==> src/rtl/dsp_logic_simd.sv <==
// SIMD bitwise-logic unit modelled on a DSP48E2 in logic-unit mode: AND/OR/XOR/XNOR
// over 1, 2 or 4 lanes packed into the 48-bit ALU, two register stages, valid/ready.
module dsp_logic_simd #(
  parameter int LANES = 2,
  parameter int WIDTH = 24
) (
  input  logic                   clock,
  input  logic                   reset,
  input  logic                   in_valid,
  output logic                   in_ready,
  input  logic [1:0]             op,
  input  logic [LANES*WIDTH-1:0] a,
  input  logic [LANES*WIDTH-1:0] b,
  output logic                   out_valid,
  input  logic                   out_ready,
  output logic [LANES*WIDTH-1:0] y
);

  localparam int LW = 48 / LANES;

  // Lane count picks the DSP SIMD mode (ONE48/TWO24/FOUR12); width must fit its slot.
  if (!(LANES == 1 || LANES == 2 || LANES == 4) || WIDTH < 1 || WIDTH > LW) begin : g_param_err
    $error("dsp_logic_simd: illegal LANES=%0d / WIDTH=%0d", LANES, WIDTH);
  end

  logic [47:0] a_word;
  logic [47:0] b_word;

  for (genvar gi = 0; gi < LANES; gi++) begin : g_pack
    assign a_word[gi*LW +: WIDTH] = a[gi*WIDTH +: WIDTH];
    assign b_word[gi*LW +: WIDTH] = b[gi*WIDTH +: WIDTH];
    if (LW > WIDTH) begin : g_pad
      assign a_word[gi*LW+WIDTH +: LW-WIDTH] = '0;
      assign b_word[gi*LW+WIDTH +: LW-WIDTH] = '0;
    end
  end

  logic [3:0]  alumode_dec;
  logic [8:0]  opmode_dec;

  always_comb begin
    alumode_dec = 4'b1100;
    opmode_dec  = 9'b000110011;
    case (op)
      2'b00: begin alumode_dec = 4'b1100; opmode_dec = 9'b000110011; end
      2'b01: begin alumode_dec = 4'b1100; opmode_dec = 9'b000111011; end
      2'b10: begin alumode_dec = 4'b0100; opmode_dec = 9'b000110011; end
      default: begin alumode_dec = 4'b0101; opmode_dec = 9'b000110011; end
    endcase
  end

  logic        ce1, ce2;
  logic        v1_q, v1_d, v2_q, v2_d;
  logic [29:0] a_q, a_d;
  logic [17:0] b_q, b_d;
  logic [47:0] c_q, c_d;
  logic [3:0]  alumode_q, alumode_d;
  logic [8:0]  opmode_q, opmode_d;
  logic [47:0] p_q, p_d;
  logic [47:0] alu_out;

  // Bubble-collapsing enables: a stage advances when empty or when downstream moves.
  assign ce2       = ~v2_q | out_ready;
  assign ce1       = ~v1_q | ce2;
  assign in_ready  = ce1;
  assign out_valid = v2_q;

  always_comb begin
    a_d       = a_q;
    b_d       = b_q;
    c_d       = c_q;
    alumode_d = alumode_q;
    opmode_d  = opmode_q;
    v1_d      = v1_q;
    if (ce1) begin
      a_d       = b_word[47:18];
      b_d       = b_word[17:0];
      c_d       = a_word;
      alumode_d = alumode_dec;
      opmode_d  = opmode_dec;
      v1_d      = in_valid;
    end
  end

  // Logic unit: X = A:B, Z = C, W must be zero; Y selects all-zeros or all-ones.
  logic [47:0] x_mux, z_mux;
  logic        y_ones;

  always_comb begin
    x_mux   = (opmode_q[1:0] == 2'b11) ? {a_q, b_q} : 48'd0;
    z_mux   = (opmode_q[6:4] == 3'b011) ? c_q : 48'd0;
    y_ones  = (opmode_q[3:2] == 2'b10);
    alu_out = '0;
    if (opmode_q[8:7] == 2'b00) begin
      case (alumode_q)
        4'b1100: alu_out = y_ones ? (x_mux | z_mux) : (x_mux & z_mux);
        4'b0100: alu_out = y_ones ? ~(x_mux ^ z_mux) : (x_mux ^ z_mux);
        4'b0101: alu_out = y_ones ? (x_mux ^ z_mux) : ~(x_mux ^ z_mux);
        default: alu_out = '0;
      endcase
    end
  end

  always_comb begin
    p_d  = p_q;
    v2_d = v2_q;
    if (ce2) begin
      p_d  = alu_out;
      v2_d = v1_q;
    end
  end

  always_ff @(posedge clock) begin
    if (reset) begin
      a_q       <= '0;
      b_q       <= '0;
      c_q       <= '0;
      alumode_q <= '0;
      opmode_q  <= '0;
      v1_q      <= 1'b0;
      p_q       <= '0;
      v2_q      <= 1'b0;
    end else begin
      a_q       <= a_d;
      b_q       <= b_d;
      c_q       <= c_d;
      alumode_q <= alumode_d;
      opmode_q  <= opmode_d;
      v1_q      <= v1_d;
      p_q       <= p_d;
      v2_q      <= v2_d;
    end
  end

  for (genvar gi = 0; gi < LANES; gi++) begin : g_unpack
    assign y[gi*WIDTH +: WIDTH] = p_q[gi*LW +: WIDTH];
  end

endmodule

==> config.mk <==
export PLATFORM = sky130hd
export DESIGN_NAME = dsp_logic_simd
export DESIGN_NICKNAME = d
export VERILOG_FILES = /design/src/rtl/dsp_logic_simd.sv
export SDC_FILE = /design/constraint.sdc
export NUM_CORES = 1
export LEC_CHECK = 0
export CORE_AREA = 2 2 131 146
export DETAILED_ROUTE_END_ITERATION = 12
export DIE_AREA = 0 0 133 148
export GPL_TIMING_DRIVEN = 0
export PLACE_DENSITY = 0.78
export REMOVE_ABC_BUFFERS = 1
export SYNTH_ARGS = -nofsm -noshare
export SYNTH_HDL_FRONTEND = slang
export SYNTH_SLANG_ARGS = --single-unit
==> constraint.sdc <==
create_clock -name clock -period 2.7 [get_ports clock]
set_input_delay 0.405 -clock clock [delete_from_list [all_inputs] [get_ports clock]]
set_output_delay 0.405 -clock clock [all_outputs]
set_load 0.01 [all_outputs]
# Word-level counts from Yosys, hierarchy flattened
# Cells that the tools add are included.
[totals]
ff_bits = 159
input_bits = 102
out_inout_bits = 50
wordCells = 36
[classes]
bitwise_logic = 8
eq_ne = 8
muxes = 9
n_reduce_logical = 3
[op_table]
columns = ["cell", "count"]
rows = [
  ["48-bit two-way mux", 6],
  ["48-bit case mux with 3 select lines", 1],
  ["48-bit bitwise AND", 1],
  ["48-bit NOT", 1],
  ["48-bit bitwise OR", 1],
  ["48-bit XOR", 1],
  ["4-bit by 3-bit equality test with 1-bit output, second input constant", 2],
  ["4-bit case mux with 2 select lines", 1],
  ["2-bit equality test, second input constant", 3],
  ["4-bit equality test, second input constant", 1],
  ["2-bit zero test", 2],
  ["4-bit two-way mux", 1],
  ["3-bit by 2-bit equality test with 1-bit output, second input constant", 1],
  ["2-bit by 1-bit equality test with 1-bit output, second input constant", 1],
  ["1-bit NOT", 2],
  ["1-bit bitwise OR", 2],
  ["2-bit OR reduction", 1],
]

# Depth between registers and ports, before layout
[depth]
depth_word = 7
ltp_mapped = 9
ltp_nobuf = 6

# Worst setup path before layout
# No wires, ideal clock.
[synth_path]
path_kind = "flip-flop to flip-flop"
start = "register alumode_q[2]"
end = "register p_q[5], in the netlist y[5]"
setup_time_ns = 0.091
path_buffers = 3
synth_period_minus_slack_ns = 2.007
required_ns = 2.609
stages_incl_launch_ff = 10
path_slack_ns = 0.693
arrival_time_ns = 1.916
path_cell_list = "dfxtp_1 -> buf_2 -> buf_2 -> clkbuf_1 -> and2_1 -> inv_1 -> ha_1 -> nor3b_1 -> mux2i_1 -> a311oi_1"
[synth_between]
elab_chain_len = 3
elab_cells_between_ends = 5
cone_classes = "3 x eq/ne; 2 x mux"
[synth_lines]
columns = ["item", "line_no", "text"]
rows = [
  ["from (decl)", "57", "logic [3:0] alumode_q, alumode_d;"],
  ["from (signal assigned)", "127", "alumode_q <= alumode_d;"],
  ["4-bit by 3-bit equality test with 1-bit output / 4-bit equality test (equally long branches)", "95", "case (alumode_q)"],
  ["48-bit case mux with 3 select lines *", "95", ""],
  ["48-bit two-way mux *", "94", "if (opmode_q[8:7] == 2'b00) begin"],
  ["to (signal assigned)", "130", "p_q <= p_d;"],
  ["to (decl)", "59", "logic [47:0] p_q, p_d;"],
]
# Every way passes the cells marked *; elsewhere a longest branch is shown, timed or not.
# A chain may end at the register's enable or synchronous reset.

# Worst setup path after layout
[layout_path]
start = "register v2_q, in the netlist out_valid"
end = "output port in_ready"
[layout_between]
elab_chain_len = 3
[layout_lines]
columns = ["item", "line_no", "text"]
rows = [
  ["from (decl)", "53", "logic v1_q, v1_d, v2_q, v2_d;"],
  ["from (signal assigned)", "131", "v2_q <= v2_d;"],
  ["1-bit NOT", "63", "assign ce2 = ~v2_q | out_ready;"],
  ["1-bit bitwise OR", "63", ""],
  ["1-bit bitwise OR", "64", "assign ce1 = ~v1_q | ce2;"],
  ["to (decl)", "10", "output logic in_ready,"],
]
# No other way between the ends.

==> qor.txt <==
Status: complete, no violations
Die Y: 148 µm
Post-synth EDFFs: 0
Leakage power: 5.79 nW
Port buffer count: 151
Critical Path, Cell by Cell: and3b_4, inv_8, buf_16, clkdlybuf4s50_1
Fin area: 12200 µm²
Seq pwr share: 41.0%
Comb power frac: 15.2%
Worst relative slew slack: 33.7%
Non-Filler Instances: 1580
Largest net degree at the start of global routing: 117
Reg-to-reg startpoint: alumode_q[3]$_SDFFE_PP0P_
Die X: 133 µm
Antenna diode count: 0
Max Cap Violations: 0
Pwr dens: 485 nW/µm²
Clock Skew: 0.0123 ns
Most area-consuming cells after synthesis: dfxtp_1 31%, nand2_1 13%, ha_1 12%
Post-synthesis sequential area ratio: 30.6%
Cells after DPL: 1544
CP max stage cell: clkdlybuf4s50_1
Hold Crit Class: in -> reg
Setup WS pre-CTS: -0.512 ns
Worst path max stage delay: 0.57 ns
Clk pin slew, worst setup/hold paths: 0.06 ns
Synth Flop Type: dfxtp_1
DR iter-0 viols: 421
Maximum clock frequency: 384 MHz
Post-DP HPWL: 14000 µm
Setup_tns: 0 ns
WP data required: 2.30 ns
Io pins: 152
Synthesized flop and latch total: 150
Switching share of power: 25.3%
Worst Max-Slew Pin Slew: 0.994 ns
Endpoint class of the critical path: output pin
WHS Path Cells: 2
Post-synth top area cell: dfxtp_1
CTS Sinks: 150
Gpl congestion: 0.731
Grt total ovfl: 0
Core area: 18200 µm²
CTS tree: done
Tot GR Track Use: 24.2%
Synth Area per Inst: 7.87 µm²
Max VDD drop: 0.454 mV
Final Util: 67.1%
Clk buf depth: 2
Routed via count: 8621
Fin crit share: 96.4%
Slew Viols, Final: 0
Crit path DAT: 2.20 ns
RSZ-0062 raised after global routing: no
R2r setup slk: 0.18 ns
Final #Nets: 1523
DRC errors left: 0
Finish-stage setup viols: 0
Share of cells above drive strength 1: 4.04%
Vias in the first global route: 8307
WL final: 24300 µm
Clock Latency Late Sink: 0.43 ns
Final hold vios: 0
Count of cell types in the netlist: 27
Critical Path Fanout Max: 47
Syn. warnings: 0
CP startpoint kind: register
CP Class: reg -> out
Root buf cell: clkbuf_16
H-Tree Depth: 4
Post-Synthesis Cells: 1246
Worst reg2reg path depth: 4
Hold Crit Start: reset
Drt pass-1 iters: 5
Number of buffers created by CTS: 17
Reg-to-Reg End: y[47]$_SDFFE_PP0P_
Fraction of registers with async set/reset: 0%
Clock period minus worst slack: 2.60 ns
Initial antenna violation count: 1
Wire per inst: 15.4 µm
Switching power: 1.49 mW
Die area: 19700 µm²
Clock power frac: 43.8%
Yosys top cell area share: 30.6%
Int Power: 4.41 mW
Routed Antenna Nets: 0
Area of the mapped netlist: 9810 µm²
Placed cell areas: 11500 µm²
First-pass GRT wire length: 39100 µm
Layout Area Growth over Synthesis: 24.1%
Initial Util: 54.0%
Final worst slack: 0.0972 ns
Rows: 52
Drt via density: 5.46
Worst Hold End: c_q[16]$_SDFFE_PP0P_
## worst max-delay path: cells and delay by family (launching register included)
kind          cells  cell delay [ns]
flops             1             0.41
buf+inv           3             1.04
simple gates      1             0.29
## metal layers
metal | GRT usage, % | share of wire [%]
met5 | 0 | 0.049
met1 | 27.9 | 43
met4 | 7.80 | 1.7
met3 | 4.80 | 4.2
met2 | 44.7 | 51
## worst max path at each step
| stage | cells after the start | slack (ns) | start | to |
|---|---|---|---|---|
| floorplan | 3 | -2.16 | alumode_q[2]$_SDFFE_PP0P_ | y[0]$_SDFFE_PP0P_ |
| global placement | 4 | -5.64 | out_ready | in_ready |
| detailed placement | 5 | -0.51 | out_ready | in_ready |
| CTS | 5 | 0.03 | alumode_q[2]$_SDFFE_PP0P_ | y[29]$_SDFFE_PP0P_ |
| global route | 4 | 0.006 | alumode_q[3]$_SDFFE_PP0P_ | y[30]$_SDFFE_PP0P_ |
| finish | 4 | 0.1 | out_valid$_SDFFE_PP0P_ | in_ready |
## flip-flops by register name, summed over array words and instances (netlist names)
register / cells
c_q: 48
y: 48
a_q: 30
b_q: 18
alumode_q: 3
opmode_q: 1
out_valid: 1
v1_q: 1
## layout make-up
type / instances / area (µm²)
Timing Repair Buffer: 166 / 1870
Clock inverter: 7 / 145
Tap cell: 243 / 304
Sequential cell: 150 / 3010
Clock buffer: 24 / 482
Inverter: 97 / 372
Multi-Input combinational cell: 893 / 5990
Fill cell: 1507 / 5970
## synth_stat cells (5+ instances only)
cell type / number
nor3b_1: 48
ha_1: 96
inv_1: 97
buf_4: 6
mux2i_1: 96
nor2_1: 7
a21oi_1: 98
clkbuf_1: 64
nand2_1: 331
o21ai_0: 7
and3b_1: 50
o211ai_1: 41
nor2b_1: 15
dfxtp_1: 150
buf_1: 5
a311oi_1: 48
buf_2: 28
and2_1: 48
## timing repair
item | CTS | global route
gates cloned | 1 | 2
hold buffers | 0 | 0
resized for setup | 3 | 0
setup endpoints to repair | 1 | 30
setup buffers | 1 | 1
## stage by stage
stage	hold slack [ns]	total power, mW
floorplan	0.421	2.95
global placement	0.433	3.33
detailed placement	0.439	3.35
CTS	0.391	5.93
global route	0.402	6.15
finish	0.394	5.90
## layout by cell type, fill, tap and decap left out, types with 2 or more instances in the layout
master / synthesis / final
clkbuf_1: 64 / 4
clkbuf_8: 0 / 3
buf_16: 0 / 9
inv_1: 97 / 96
ha_1: 96 / 96
clkinv_4: 0 / 2
nor3b_1: 48 / 48
nor2_1: 7 / 7
o211ai_1: 41 / 41
and2_1: 48 / 48
mux2i_1: 96 / 96
dfxtp_4: 0 / 3
clkdlybuf4s50_1: 0 / 149
buf_12: 0 / 4
bufinv_16: 0 / 4
o21ai_0: 7 / 7
nor2b_1: 15 / 14
a311oi_1: 48 / 48
clkbuf_16: 0 / 18
dfxtp_1: 150 / 147
nand2_1: 331 / 331
a21oi_1: 98 / 98
and3b_1: 50 / 49
## cells by family (layout without fill, tap and decap cells)
| kind of cell | count (synthesis) | in the layout | share of synthesized area, % |
|---|---|---|---|
| AO/OA/AOI/OAI | 196 | 197 | 12.9 |
| buffers and inverters | 205 | 294 | 8.85 |
| AND/OR/NAND/NOR | 502 | 503 | 25.3 |
| adder cells (fa/ha/maj) | 96 | 96 | 12.2 |
| XOR/XNOR | 1 | 1 | 0.281 |
| multiplexers | 96 | 96 | 9.80 |
| flip-flops | 150 | 150 | 30.6 |
## power groups by stage
| stage | sequential (mW) | clock, mW | combinational, mW |
|---|---|---|---|
| floorplan | 2.47 | 0 | 0.477 |
| global placement | 2.50 | 0 | 0.830 |
| detailed placement | 2.47 | 0 | 0.879 |
| CTS | 2.42 | 2.62 | 0.886 |
| global route | 2.44 | 2.72 | 0.995 |
| finish | 2.42 | 2.59 | 0.896 |
Power figures use the tool's default switching activity.
